### src/rtl/uart_pkg.sv
// Shared types and constants for the UART receive path.
package uart_pkg;
  localparam int UART_DATA_BITS    = 8;
  localparam int UART_CLKS_PER_BIT = 434;

  typedef enum logic [2:0] {IDLE, START, DATA, STOP, BREAK} uart_rx_state_t;
endpackage

### src/rtl/uart_rx_sync.sv
// Two-flop synchronizer for an asynchronous level input; resets to 1 (idle line).
module uart_rx_sync (
  input  logic clk,
  input  logic rst_n,
  input  logic d,
  output logic q
);
  logic meta;

  always_ff @(posedge clk or negedge rst_n) begin
    if (!rst_n) begin
      meta <= 1'b1;
      q    <= 1'b1;
    end else begin
      meta <= d;
      q    <= meta;
    end
  end
endmodule

### src/rtl/uart_rx_ctrl.sv
// UART 8N1 receiver: start qualification at mid-bit, LSB-first shift,
// stop check and a single-entry valid/ready output register.
module uart_rx_ctrl
  import uart_pkg::*;
#(
  parameter int CLKS_PER_BIT = UART_CLKS_PER_BIT,
  parameter int DATA_BITS    = UART_DATA_BITS
) (
  input  logic       clk,
  input  logic       rst_n,
  input  logic       rx,
  output logic [7:0] rx_data,
  output logic       rx_valid,
  input  logic       rx_ready,
  output logic       busy,
  output logic       frame_err,
  output logic       overrun_err
);
  localparam int CW = $clog2(CLKS_PER_BIT);
  localparam int BW = $clog2(UART_DATA_BITS);
  localparam logic [CW-1:0] HALF_M1  = CW'(CLKS_PER_BIT / 2 - 1);
  localparam logic [CW-1:0] FULL_M1  = CW'(CLKS_PER_BIT - 1);
  localparam logic [BW-1:0] LAST_BIT = BW'(UART_DATA_BITS - 1);

  if (DATA_BITS != UART_DATA_BITS) begin : g_bad_data_bits
    $error("uart_rx_ctrl: DATA_BITS must be 8");
  end

  uart_rx_state_t state, state_nxt;
  logic [CW-1:0]  cnt;
  logic [BW-1:0]  bit_idx;
  logic [7:0]     shreg;
  logic           rx_s;
  logic           tick;

  uart_rx_sync u_sync (.clk(clk), .rst_n(rst_n), .d(rx), .q(rx_s));

  // tick marks the one cycle in each bit period where rx_s is sampled
  always_comb begin
    state_nxt = state;
    tick      = 1'b0;
    case (state)
      IDLE:  if (!rx_s) state_nxt = START;
      START: if (cnt == HALF_M1) begin
               tick      = 1'b1;
               state_nxt = rx_s ? IDLE : DATA;
             end
      DATA:  if (cnt == FULL_M1) begin
               tick = 1'b1;
               if (bit_idx == LAST_BIT) state_nxt = STOP;
             end
      STOP:  if (cnt == FULL_M1) begin
               tick      = 1'b1;
               state_nxt = rx_s ? IDLE : BREAK;
             end
      BREAK: if (rx_s) state_nxt = IDLE;
      default: state_nxt = IDLE;
    endcase
  end

  logic shift_en, stop_ok, stop_bad;
  assign shift_en = tick && (state == DATA);
  assign stop_ok  = tick && (state == STOP) &&  rx_s;
  assign stop_bad = tick && (state == STOP) && !rx_s;
  assign busy     = (state != IDLE);

  always_ff @(posedge clk or negedge rst_n) begin
    if (!rst_n) begin
      state       <= IDLE;
      cnt         <= '0;
      bit_idx     <= '0;
      shreg       <= '0;
      rx_data     <= '0;
      rx_valid    <= 1'b0;
      frame_err   <= 1'b0;
      overrun_err <= 1'b0;
    end else begin
      state <= state_nxt;
      // Held at zero outside timed states so it never wraps during a long break
      if (tick || state == IDLE || state == BREAK) cnt <= '0;
      else                                         cnt <= cnt + CW'(1);

      if (tick && state == START)                  bit_idx <= '0;
      else if (shift_en && bit_idx != LAST_BIT)    bit_idx <= bit_idx + BW'(1);

      if (shift_en) shreg <= {rx_s, shreg[7:1]};

      frame_err   <= stop_bad;
      overrun_err <= stop_ok && rx_valid && !rx_ready;
      // A completing byte wins over an accept in the same cycle
      if (stop_ok) begin
        rx_data  <= shreg;
        rx_valid <= 1'b1;
      end else if (rx_valid && rx_ready) begin
        rx_valid <= 1'b0;
      end
    end
  end
endmodule

### config.mk
export PLATFORM = sky130hd
export DESIGN_NAME = uart_rx_ctrl
export DESIGN_NICKNAME = d
export VERILOG_FILES = /design/src/rtl/uart_pkg.sv /design/src/rtl/uart_rx_sync.sv /design/src/rtl/uart_rx_ctrl.sv
export SDC_FILE = /design/constraint.sdc
export NUM_CORES = 1
export LEC_CHECK = 0
export BUFFER_PORTS_ARGS = -buffer_cell sky130_fd_sc_hd__buf_2
export CAP_MARGIN = 10
export CORE_MARGIN = 2
export CORE_UTILIZATION = 42
export CTS_CLUSTER_DIAMETER = 40
export DETAILED_ROUTE_END_ITERATION = 7
export PLACE_DENSITY = 0.63
export REMOVE_ABC_BUFFERS = 1
export SYNTH_ARGS = -nofsm -noshare
export SYNTH_HDL_FRONTEND = slang
export SYNTH_SLANG_ARGS = --single-unit
export TNS_END_PERCENT = 100
### constraint.sdc
create_clock -name clk -period 2.1 [get_ports clk]
set_clock_uncertainty 0.05 [all_clocks]
set_input_delay 0.42 -clock clk [delete_from_list [all_inputs] [get_ports clk]]
set_output_delay 0.42 -clock clk [all_outputs]
set_load 0.02 [all_outputs]
==> reports/qor.csv <==
stage,metric,value,unit
run_status,status,"finished, final reports clean",
yosys,ys_seq_area_share,54.5,%
floorplanning,start_util,44.6,%
yosys,yosysTopAreaCell,dfrtp_1,
clock_network,cts_hold_buf,0,
global_routing,grt_pass1_vias,980,
global_routing,antenna_found_initial,0,
power_and_ir_drop,powerDensity,647,nW/um2
route,routed_wl,2570,um
power_and_ir_drop,power_frac_clock,39.9,%
power_and_ir_drop,seqPwrFrac,58.7,%
placed_design,io_buffer_count,15,
cells_and_area,finish.utilization,49.5,%
route,wl_met3,127,um
power_and_ir_drop,switching_share,21.8,%
cells_and_area,area_growth,10.9,%
worst_setup_path,path_buf_inv,1,
clock_network,clock_latency,290,ps
worst_setup_path,cp_num_cells,6,
clock_network,clkSinkCount,36,
timing,period_share,90.6,%
cells_and_area,fill_cells,329,
clock_network,numCtsBuffers,5,
route,routed_via_density,5.04,
yosys,synth.area.mux_share,14.3,%
floorplanning,ios,16,
route,drt-pass1-iter-count,4,
worst_setup_path,worst_ep_required_time,2220,ps
power_and_ir_drop,total_power,1.19,mW
route,wl_met1,1170,um
worst_setup_path,crit_path_start_kind,register,
worst_setup_path,cp_top_family,simple AND/OR/NAND/NOR gates,
power_and_ir_drop,ir_worst_vdd,0.482,mV
timing,finalSetupViolations,0,
timing,slew_headroom,48.2,%
power_and_ir_drop,combPwrFrac,1.3,%
yosys,synth_top_family_by_area,simple AND/OR/NAND/NOR gates,
yosys,synthCells,127,
cells_and_area,diodes,0,
floorplanning,rows,22,
timing,hold_viol,0,
clock_network,cts_resized,0,
yosys,synthDominantCellAreaShare,51.3,%
yosys,synth_area_leaders,"dfrtp_1, mux2_4, mux2_2",
worst_setup_path,cp_slowest_cell,dfrtp_1,
route,wl_per_cell,13.2,um
clock_network,clk_pin_slew,70,ps
worst_setup_path,end_kind,register,
route,route.detailed.drc,0,
worst_setup_path,path_cells,"inv_1, ha_1, and4b_1, and2_4, and4_4, mux2_4",
worst_setup_path,cpPeakStageDelay,400,ps
yosys,synth_xor_area_share,4.23,%
worst_setup_path,crit_fanout,10,
global_routing,grt_overflow,0,
timing,whs,156,ps
clock_network,clockBufferDepth,2,
timing,tns,0,ps
route,top_layer,met4,
placed_design,place_ws,199,ps
floorplanning,dieArea,4470,um2
timing,slew_viol_final,0,
clock_network,cts_setup_buffers,0,
worst_setup_path,crit_arrival,2030,ps
power_and_ir_drop,leakagePower,0.932,nW
power_and_ir_drop,p_sw,260,uW
yosys,synth_adder_area_share,3.77,%
worst_setup_path,r2r_slack,200,ps
timing,worst_pin_slew,777,ps
floorplanning,core,3720,um2
yosys,synth_area,1660,um2
worst_setup_path,critPathKind,register to register,
yosys,yosysWarnings,0,
timing,clock.fmax,526,MHz
cells_and_area,mostFrequentLayoutCells,"dfrtp_1, nor2_1, buf_2",
floorplanning,fp.dieH,66.8,um
route,dr_wl_met2,1260,um
cells_and_area,num-nets-final,154,
min_path,hold_class,primary input to asynchronous set/reset pin,
global_routing,gr-usage-all-layers,13.8,%
yosys,synth_seq_cells,36,
floorplanning,die_w,66.8,um
yosys,synth.distinct_cells,32,
route,antenna_left,0,
timing,finalCriticalPeriod,1900,ps
timing,rsz0062_at_grt,false,
route,initialDrtViolationCount,68,
placed_design,hpwlAfterDp,1770,um
route,vias,977,
worst_setup_path,reg2reg_depth,6,
run,drv_cap,0,
yosys,synth_compound_area_share,4.60,%
power_and_ir_drop,power.internal,930,uW
global_routing,grt_pass1_wl,4470,um
global_routing,grt_max_degree,37,
yosys,avgSynthCellArea,13.1,um2
clock_network,cts_tree,yes,
yosys,synthSimpleGateAreaFrac,15.0,%
clock_network,root_buffer,clkbuf_8,
cells_and_area,final_common_cell,dfrtp_1,
placed_design,gp_congestion,0.807,
cells_and_area,drive_gt1_share,35.6,%
timing,setup_ws,198,ps
clock_network,cts_max_level,2,
==> metal layers <==
metal | track usage (%) | vias to the layer above
li1 | - | 479
met1 | 17.2 | 477
met2 | 20.6 | 19
met3 | 4.39 | 2
met4 | 8.42 | 0
met5 | 0 | -
==> worst register-to-register path, stage by stage, from the launching register on <==
cell and delay [ps]:
dfrtp_1 400, inv_1 80, ha_1 140, and4b_1 250, and2_4 190, and4_4 350, mux2_4 330
==> cell usage after synthesis (all sizes together) <==
| cell | instances |
|---|---|
| and4 | 1 |
| xor2 | 2 |
| nand2 | 5 |
| nand4b | 2 |
| and3 | 2 |
| dfrtp | 34 |
| dfstp | 2 |
| a211o | 1 |
| and2 | 1 |
| nor2b | 1 |
| buf | 4 |
| a2111oi | 1 |
| nor4 | 2 |
| and4b | 1 |
| o211ai | 1 |
| nor2 | 17 |
| nor3 | 3 |
| a21oi | 2 |
| a21o | 1 |
| nand3 | 5 |
| mux2 | 18 |
| and4bb | 1 |
| or4b | 1 |
| a22o | 2 |
| xnor2 | 6 |
| inv | 5 |
| ha | 5 |
| a211oi | 1 |
==> worst paths after layout <==
| kind | start | end |
|---|---|---|
| min reg2reg | u_sync.meta | u_sync.q |
| max reg2reg | cnt[1] | rx_data[0] |
| min in group clk | rx | u_sync.meta |
| min | rst_n | frame_err |
| max in group asynchronous | rst_n | bit_idx[2] |
| max | cnt[1] | rx_data[0] |
==> final cells by class <==
cell class / count / area, um2 / share of cell area [%]
clock buffers: 5 / 68.8 / 3.74
flip-flops and latches: 36 / 903 / 49.1
inverters: 5 / 18.8 / 1.02
repair buffers: 15 / 75.1 / 4.08
well taps: 48 / 60.1 / 3.27
clock inverters: 3 / 18.8 / 1.02
multi-input cells: 82 / 694 / 37.8
==> flip-flops by register name, summed over array words and instances, names as in the netlist <==
name	flops
bit_idx	3
cnt	9
frame_err	1
overrun_err	1
rx_data	8
rx_valid	1
shreg	8
state	3
u_sync.meta	1
u_sync.q	1
==> power by group through the flow <==
stage	Clock (mW)	Combinational, mW	Sequential, mW
after CTS	0.493	0.0170	0.698
after global placement	0	0.0169	0.712
final	0.475	0.0160	0.699
after global routing	0.529	0.0200	0.698
after floorplan	0	0.000880	0.711
after detailed placement	0	0.0171	0.712
==> through the flow <==
step                      instance area (um2)  cells
after floorplan                          1620    123
after global placement                   1750    186
after detailed placement                 1750    186
after CTS                                1840    194
after global routing                     1840    194
final                                    1840    194
==> cell families after synthesis <==
family	count (synthesis)
fa+ha+maj	5
buf+inv	9
compound gates	9
flops	36
mux	18
xor+xnor	8
simple gates	42
Note: power is estimated with default switching activity, not from simulation.
